File: src/rtl/chess_pkg.sv
// rtl/chess_pkg.sv - piece codes, sequencer states and side-ownership helpers
package chess_pkg;

    localparam logic [3:0] EMPTY    = 4'd0;
    localparam logic [3:0] W_PAWN   = 4'd1;
    localparam logic [3:0] W_BISHOP = 4'd2;
    localparam logic [3:0] W_KNIGHT = 4'd3;
    localparam logic [3:0] W_ROOK   = 4'd4;
    localparam logic [3:0] W_QUEEN  = 4'd5;
    localparam logic [3:0] W_KING   = 4'd6;
    localparam logic [3:0] B_PAWN   = 4'd7;
    localparam logic [3:0] B_BISHOP = 4'd8;
    localparam logic [3:0] B_KNIGHT = 4'd9;
    localparam logic [3:0] B_ROOK   = 4'd10;
    localparam logic [3:0] B_QUEEN  = 4'd11;
    localparam logic [3:0] B_KING   = 4'd12;

    typedef enum logic [2:0] {
        S_IDLE,
        S_LOAD,
        S_WAIT,
        S_SHOW,
        S_WRITE_DST,
        S_CLEAR_SRC,
        S_COMMIT,
        S_OVER
    } state_t;

    function automatic logic is_white(input logic [3:0] code);
        return (code >= W_PAWN) && (code <= W_KING);
    endfunction

    function automatic logic is_black(input logic [3:0] code);
        return (code >= B_PAWN) && (code <= B_KING);
    endfunction

endpackage

File: src/rtl/promote_unit.sv
// rtl/promote_unit.sv - pawns reaching the far rank become queens of their colour
import chess_pkg::*;

module promote_unit (
    input  logic [3:0] code,
    input  logic [2:0] dst_row,
    output logic [3:0] promoted
);

    always_comb begin
        promoted = code;
        if (code == W_PAWN && dst_row == 3'd0) begin
            promoted = W_QUEEN;
        end else if (code == B_PAWN && dst_row == 3'd7) begin
            promoted = B_QUEEN;
        end
    end

endmodule

File: src/rtl/move_sequencer.sv
// rtl/move_sequencer.sv - click-driven select/validate/commit move controller
import chess_pkg::*;

module move_sequencer #(
    parameter int MOVE_LAT = 2
) (
    input  logic                 clk,
    input  logic                 rst,
    input  logic                 click_valid,
    input  logic [5:0]           click_pos,
    input  logic [7:0][7:0][3:0] board,
    input  logic [63:0]          possible_moves,
    output logic [3:0]           sel_figure,
    output logic [5:0]           sel_position,
    output logic [63:0]          highlight_mask,
    output logic                 board_we,
    output logic [5:0]           board_waddr,
    output logic [3:0]           board_wdata,
    output logic                 turn,
    output logic                 move_done,
    output logic                 illegal,
    output logic                 game_over
);

    localparam int CW = (MOVE_LAT > 1) ? $clog2(MOVE_LAT) : 1;

    state_t        state, state_next;
    logic [5:0]    src_pos, dst_pos;
    logic [3:0]    src_fig, cap;
    logic [CW-1:0] cnt;
    logic [3:0]    click_fig, promoted;
    logic          own, take_src, illegal_next, cap_king;

    assign click_fig = board[click_pos[5:3]][click_pos[2:0]];
    assign own       = turn ? is_black(click_fig) : is_white(click_fig);
    assign cap_king  = (cap == W_KING) || (cap == B_KING);

    promote_unit u_promote (
        .code     (src_fig),
        .dst_row  (dst_pos[5:3]),
        .promoted (promoted)
    );

    // Write port is decoded straight from the registered state.
    assign board_we    = (state == S_WRITE_DST) || (state == S_CLEAR_SRC);
    assign board_waddr = (state == S_WRITE_DST) ? dst_pos : src_pos;
    assign board_wdata = (state == S_WRITE_DST) ? promoted : EMPTY;
    assign move_done   = (state == S_COMMIT);

    always_comb begin
        state_next   = state;
        take_src     = 1'b0;
        illegal_next = 1'b0;
        case (state)
            S_IDLE: begin
                if (click_valid) begin
                    if (own) begin
                        take_src   = 1'b1;
                        state_next = S_LOAD;
                    end else begin
                        illegal_next = 1'b1;
                    end
                end
            end
            S_LOAD: state_next = S_WAIT;
            S_WAIT: if (cnt == '0) state_next = S_SHOW;
            S_SHOW: begin
                if (click_valid) begin
                    if (click_pos == src_pos) begin
                        state_next = S_IDLE;
                    end else if (own) begin
                        take_src   = 1'b1;
                        state_next = S_LOAD;
                    end else if (highlight_mask[click_pos]) begin
                        state_next = S_WRITE_DST;
                    end else begin
                        illegal_next = 1'b1;
                    end
                end
            end
            S_WRITE_DST: state_next = S_CLEAR_SRC;
            S_CLEAR_SRC: state_next = S_COMMIT;
            S_COMMIT:    state_next = cap_king ? S_OVER : S_IDLE;
            S_OVER:      state_next = S_OVER;
            default:     state_next = S_IDLE;
        endcase
    end

    always_ff @(posedge clk) begin
        if (rst) begin
            state          <= S_IDLE;
            src_pos        <= '0;
            src_fig        <= EMPTY;
            dst_pos        <= '0;
            cap            <= EMPTY;
            cnt            <= '0;
            sel_figure     <= '0;
            sel_position   <= '0;
            highlight_mask <= '0;
            turn           <= 1'b0;
            illegal        <= 1'b0;
            game_over      <= 1'b0;
        end else begin
            state   <= state_next;
            illegal <= illegal_next;
            if (take_src) begin
                src_pos      <= click_pos;
                src_fig      <= click_fig;
                sel_figure   <= click_fig;
                sel_position <= click_pos;
            end
            case (state)
                S_LOAD: cnt <= CW'(MOVE_LAT - 1);
                S_WAIT: begin
                    if (cnt == '0) highlight_mask <= possible_moves;
                    else           cnt <= cnt - CW'(1);
                end
                S_SHOW: begin
                    if (state_next == S_IDLE || state_next == S_LOAD) begin
                        highlight_mask <= '0;
                    end
                    if (state_next == S_WRITE_DST) begin
                        dst_pos <= click_pos;
                        cap     <= click_fig;
                    end
                end
                S_COMMIT: begin
                    highlight_mask <= '0;
                    turn           <= ~turn;
                    if (cap_king) game_over <= 1'b1;
                end
                default: ;
            endcase
        end
    end

endmodule

File: config.mk
export PLATFORM = sky130hd
export DESIGN_NAME = move_sequencer
export DESIGN_NICKNAME = d
export VERILOG_FILES = /design/src/rtl/chess_pkg.sv /design/src/rtl/promote_unit.sv /design/src/rtl/move_sequencer.sv
export SDC_FILE = /design/constraint.sdc
export NUM_CORES = 1
export LEC_CHECK = 0
export ABC_AREA = 1
export BUFFER_PORTS_ARGS = -buffer_cell sky130_fd_sc_hd__buf_2
export CORE_AREA = 2 2 163 165
export DETAILED_ROUTE_END_ITERATION = 6
export DIE_AREA = 0 0 165 167
export PLACE_DENSITY = 0.58
export SLEW_MARGIN = 15
export SYNTH_ARGS = -nofsm -noshare
export SYNTH_HDL_FRONTEND = slang
export SYNTH_HIERARCHICAL = 1
export SYNTH_SLANG_ARGS = --single-unit
File: constraint.sdc
create_clock -name clk -period 6.04 [get_ports clk]
set_input_delay 0.906 -clock clk [delete_from_list [all_inputs] [get_ports clk]]
set_output_delay 0.906 -clock clk [all_outputs]
set_load 0.02 [all_outputs]
======== Yosys cells after proc, flatten, opt, wreduce, memory -nomap -nowiden ========
Cells that the tools add are included.
operators by class
  add/sub/neg operators ................... 1
  multipliers ............................. 0
  divide/modulo/power cells ............... 0
  $lt $le $gt $ge ......................... 7
  equality and inequality tests ........... 17
  shifts and indexed selects .............. 0
  multiplexer cells ....................... 37
  bitwise operators ....................... 1
  reduce and logical (&&, ||, !) cells .... 15
operators with widths
  kind                  count
  $pmux W64 S3          1
  $mux W64              2
  $bmux W32 S3          1
  $mux W32              1
  $mux W3               8
  $pmux W3 S8           1
  $eq A3 B3 Y1 const B  6
  $mux W4               4
  $mux W1               13
  $bmux W4 S3           1
  $logic_not A3 Y1      3
  $eq A4 B3 Y1 const B  2
  $lt A3 B4 Y1 const B  2
  $lt A6 B7 Y1 const B  1
  $bmux W1 S6           1
  $eq A3 B1 Y1 const B  2
  $eq A3 B2 Y1 const B  2
  $eq A6 B6 Y1          1
  $mux W6               1
  $pmux W1 S2           3
  $eq A4 B1 Y1 const B  1
  $eq A4 B4 Y1 const B  1
  $ge A4 B1 Y1 const B  1
  $ge A4 B3 Y1 const B  1
  11 further kinds      18
word-level totals
  register bits after elaboration ......... 91
  latch bits .............................. 0
  memory bits (writable) .................. 0
  ROM bits ................................ 0
  input port bits ......................... 329
  logic and storage cells ................. 88
  memories kept ........................... 0

======== Depth between registers and ports, before layout ========
  depth after elaboration ................. 15
  depth in mapped cells ................... 25

======== Modules after synthesis ========
The synthesis kept the hierarchy.
by module, submodules not included
  module          instances  cells an instance  area an instance (µm²)  seq. area each (µm²)
  move_sequencer  1          1,385              7,508.5                 1,821.7
  promote_unit    1          20                 76.3                    0.0

======== Least setup slack after synthesis ========
OpenSTA, ideal clock, no wires.
  kind .................................... input port to flip-flop
  start point ............................. in click_pos[3]
  end point ............................... reg highlight_mask[15]
  library setup time ...................... 113 ps
  arrival time ............................ 2,920 ps
  data required time ...................... 5,927 ps
  setup slack ............................. 3,007 ps
  stages on the path ...................... 23
  path buffers ............................ 5
  path through ............................ buf_4 -> inv_4 -> buf_6 -> buf_4 -> nand2_1 -> nand3_1 -> nand3_1 -> nand2_1 -> nand2_1 -> nand3_1 -> nand3_1 -> nand2_2 -> inv_2 -> o21bai_2 -> nand3_2 -> nand2_2 -> nand2_2 -> nand2_4 -> nand2_2 -> buf_6 -> buf_6 -> nor2_1 -> nor2_1
between the ends
  cells in the longest elaborated chain, start to end .. 15
  elaborated cells on any way between the ends .. 26
  classes of those cells .................. 4 x order compare; 3 x eq/ne; 14 x mux; 5 x reduce/logical
RTL lines
  what                                              RTL line                          text
  from (decl)                                       move_sequencer.sv:10              input logic [5:0] click_pos,
  $bmux W32 S3                                      move_sequencer.sv:34              assign click_fig = board[click_pos[5:3]][click_pos[2:0]];
  $mux W32 (not written as such)                    move_sequencer.sv:34
  $bmux W4 S3                                       move_sequencer.sv:34
  $mux W4 (not written as such)                     move_sequencer.sv:34
  $ge A4 B1 Y1 (tied with other cells)              chess_pkg.sv:30                   return (code >= W_PAWN) && (code <= W_KING);
  $logic_and A1 B1 Y1, on equally long branches     chess_pkg.sv:30, chess_pkg.sv:34
  $mux W1                                           move_sequencer.sv:35              assign own = turn ? is_black(click_fig) : is_white(click_fig);
  $mux W3                                           move_sequencer.sv:71              end else if (own) begin
  $mux W3                                           move_sequencer.sv:69              if (click_pos == src_pos) begin
  $mux W3                                           move_sequencer.sv:68              if (click_valid) begin
  $pmux W3 S8 *                                     move_sequencer.sv:54              case (state)
  $eq A3 B1 Y1 or $logic_not A3 Y1 (tied branches)  move_sequencer.sv:119             if (state_next == S_IDLE || state_next == S_LOAD) begin
  $logic_or A1 B1 Y1 *                              move_sequencer.sv:119
  $ne A2 B2 Y1 (no source line) *                   -
  $reduce_and A3 Y1 (no source line) *              -
  to (signal assigned)                              move_sequencer.sv:115             if (cnt == '0) highlight_mask <= possible_moves;
  to (decl)                                         move_sequencer.sv:15              output logic [63:0] highlight_mask,
Every way passes the cells marked *; elsewhere a longest branch is shown, timed or not. The select of a mux whose other input is x is not followed.
A chain may end at the register's enable or synchronous reset.

======== Final worst setup path ========
  start point ............................. in click_pos[1]
  end point ............................... reg highlight_mask[39]
between the ends
  cells in the longest elaborated chain, start to end .. 13
  elaborated cells on any way between the ends .. 24
  classes of those cells .................. 4 x order compare; 3 x eq/ne; 12 x mux; 5 x reduce/logical
RTL lines
  what                                              RTL line
  $bmux W4 S3                                       move_sequencer.sv:34
  $mux W4 (not written as such)                     move_sequencer.sv:34
  $ge A4 B1 Y1 (tied with other cells)              chess_pkg.sv:30
  $logic_and A1 B1 Y1, on equally long branches     chess_pkg.sv:30, chess_pkg.sv:34
  $mux W1                                           move_sequencer.sv:35
  $mux W3                                           move_sequencer.sv:71
  $mux W3                                           move_sequencer.sv:69
  $mux W3                                           move_sequencer.sv:68
  $pmux W3 S8 *                                     move_sequencer.sv:54
  $eq A3 B1 Y1 or $logic_not A3 Y1 (tied branches)  move_sequencer.sv:119
  $logic_or A1 B1 Y1 *                              move_sequencer.sv:119
  $ne A2 B2 Y1 (no source line) *                   -
  $reduce_and A3 Y1 (no source line) *              -
Marked as above.

==> summary.md <==
| Metric | Value |
|---|---|
| Number of H-tree levels | `3` |
| Vias/cell | `4.92` |
| Via count | `10.3k` |
| Pwr Density | `327 nW/um^2` |
| Final ANT Viol Nets | `0` |
| CTS root buffer | `clkbuf_16` |
| Top-area cell type share of the netlist area | `25.5%` |
| Crit path max fanout | `47` |
| Fin. Hold Viols | `0` |
| Buffers on Ports | `417` |
| Mapped Cells | `1405` |
| Fin. max-slew vios | `0` |
| Drt pass-1 iters | `5` |
| Worst min-delay path class | `flop to flop` |
| Worst Tran Pin Value | `972 ps` |
| Wirelength, routed | `36000 um` |
| Final hold slack | `458 ps` |
| Nets@finish | `2064` |
| LEAKAGE | `5.43 nW` |
| Top achievable clock speed | `213 MHz` |
| Max VDD drop | `0.000196 V` |
| GRT overflow | `0` |
| CP max stage cell | `nand2_2` |
| P&R area growth vs syn | `31.6%` |
| Overall Global Routing Usage | `25.1%` |
| Clk slew on worst S/H paths | `70 ps` |
| Max Cap Viol | `0` |
| Req. time, crit path | `6280 ps` |
| RSZ-0062 raised after global routing | `no` |
| Run status | `finished, final reports clean` |
| Layout cell share with drive strength beyond 1 | `27.1%` |
| Prevailing post-synth register cell | `dfxtp_1` |
| Die X | `165 um` |
| #FFs+latches synth | `91` |
| Critical path's largest stage delay | `740 ps` |
| FFs w/ async S/R, synth | `0%` |
| Critical path type | `primary input to flop` |
| Synth area leader | `nand2_1` |
| Core area | `25800 sq um` |
| Sequential share of the synthesized area | `24.0%` |
| Worst path top cell family by delay | `simple AND/OR/NAND/NOR gates` |
| Resize count post-CTS | `0` |
| Cell Rows | `59` |
| Mapped Area | `7580 sq um` |
| Initial antenna violation count | `16` |
| Ports | `418` |
| Tmin final | `4700 ps` |
| Worst path cell trace | `buf_2 > inv_1 > a21oi_1 > o21ai_0 > nand2_1 > o21ai_0 > a21oi_1 > o21ai_0 > nand3_1 > nand2_1 > inv_1 > nand2_1 > a21oi_1 > nand2_4 > nand2_2 > nand2_1 > nand2_1 > nor2_1` |
| Layout Skew | `14.1 ps` |
| Ys Warns | `6` |
| CP Capture Type | `flop` |
| WL per Instance | `17.3 um` |
| TNS Setup | `0 ps` |
| Setup bufs post-CTS | `0` |
| Starting Density | `29.4%` |
| Clock Path Buffers | `2` |
| Top cells by area, synth | `nand2_1, dfxtp_1, nand3_1` |
| First-pass GRT wire length | `53400 um` |
| Placer Congestion | `0.912` |
| CP arrival | `4940 ps` |
| Die Height | `167 um` |
| Drt initial violations | `742` |
| CP most frequent cell | `nand2_1` |
| CTS Buf Count | `9` |
| Tcrit/Tclk final | `77.9%` |
| Vias in the first global route | `9707` |
| Mean Syn Cell Area | `5.40 sq um` |
| Area of the die | `27600 sq um` |
| DR DRC count | `0` |
| Fillers | `2928` |
| Crit path buffers/inverters | `3` |
| Clock sinks | `91` |
| Final count of negative-setup-slack endpoints | `0` |
| Worst relative slew slack | `35.1%` |
| Netlist cell types | `30` |
| Skew-Pair Late Insertion Delay | `360 ps` |
| Setup crit start kind | `primary input` |
| Syn_nets | `1734` |
| Largest net degree at the start of global routing | `90` |
| CTS Hold Bufs | `0` |
| Number of synthesized flops with an enable pin | `0` |
| CTS tree | `done` |
| DPL Wire Length | `26800 um` |
-- report_power, final --
part,internal (mW),total (mW),switching (mW)
combinational,0.559,1.61,1.05
clock,0.379,0.639,0.261
sequential,0.818,1.02,0.198
total,1.76,3.27,1.51
-- worst min-delay path, cell delays in order (launching register included) --
cell     delay [ps]
dfxtp_1         300
inv_1            60
a21oi_1          60
-- cells in the final DEF, fill, tap and decap left out, types with 2 or more instances in the layout --
cell type,instances
nand2_1,515
buf_2,416
nand3_1,272
nor2_1,139
dfxtp_1,91
a21oi_1,85
inv_1,75
o21ai_0,69
diode_2,12
buf_4,12
o22ai_1,9
clkbuf_16,9
inv_2,8
nor2_2,8
nand2_2,5
nor3_1,4
o211ai_1,2
a211oi_1,2
bufinv_16,2
-- routing by layer --
metal	part of all wire (%)	GRT usage (%)
met5	0.11	0
met3	7.6	4.63
met4	2.5	9.68
met2	49	43.7
met1	41	30.2
-- cells by family after synthesis --
family	count (synthesis)	share of synthesized area, %
flip-flops	91	24.0
AND/OR/NAND/NOR	948	52.3
buffers and inverters	195	11.9
AO/OA/AOI/OAI	171	11.8
-- registers in the layout (all words and copies together) (netlist names), 3 cells and up --
register        cells
highlight_mask     64
dst_pos             6
src_pos             6
cap                 4
src_fig             4
state               3
-- path summary, 6_finish.rpt --
| path | start | to | slack [ps] | cells past startpoint |
|---|---|---|---|---|
| setup / recovery | click_pos[1] | highlight_mask[39] | 1340 | 18 |
| hold / removal | cap[0] | cap[0] | 460 | 2 |
| setup reg to reg | state[2] | highlight_mask[37] | 2090 | 12 |
| hold reg to reg | cap[0] | cap[0] | 460 | 2 |
-- cell type report --
type | count | area, sq um | share of cell area, %
diodes | 12 | 30.0 | 0.301
clock buffers | 10 | 239 | 2.39
clock inverters | 6 | 93.8 | 0.940
inverters | 85 | 322 | 3.22
multi-input cells | 1119 | 4860 | 48.7
flip-flops and latches | 91 | 1820 | 18.3
well taps | 335 | 419 | 4.20
repair buffers | 429 | 2190 | 22.0
-- cells in the mapped netlist, types with 2 or more instances --
| cell | n |
|---|---|
| buf_6 | 9 |
| nand2_2 | 5 |
| nand3_1 | 272 |
| a21oi_1 | 85 |
| buf_2 | 59 |
| clkinv_1 | 2 |
| o21ai_0 | 69 |
| buf_1 | 3 |
| nand2_1 | 515 |
| nor3_1 | 4 |
| buf_4 | 7 |
| o22ai_1 | 9 |
| nor2_1 | 139 |
| o211ai_1 | 2 |
| inv_1 | 76 |
| nor2_2 | 8 |
| a211oi_1 | 2 |
| clkbuf_1 | 32 |
| dfxtp_1 | 91 |
| inv_2 | 6 |
-- stage by stage --
step	worst slack, ps	power (mW)	cells	utilization (%)	area (sq um)
after floorplan	3010	2.09	1405	-	7580
after global placement	967	2.63	2059	37.3	9620
after detailed placement	933	2.64	2059	37.3	9620
after CTS	1300	3.29	2075	38.6	9950
after global routing	868	3.51	2087	38.7	9980
final	1340	3.27	2087	38.7	9980
No activity file was read; power rests on OpenSTA's default activity.
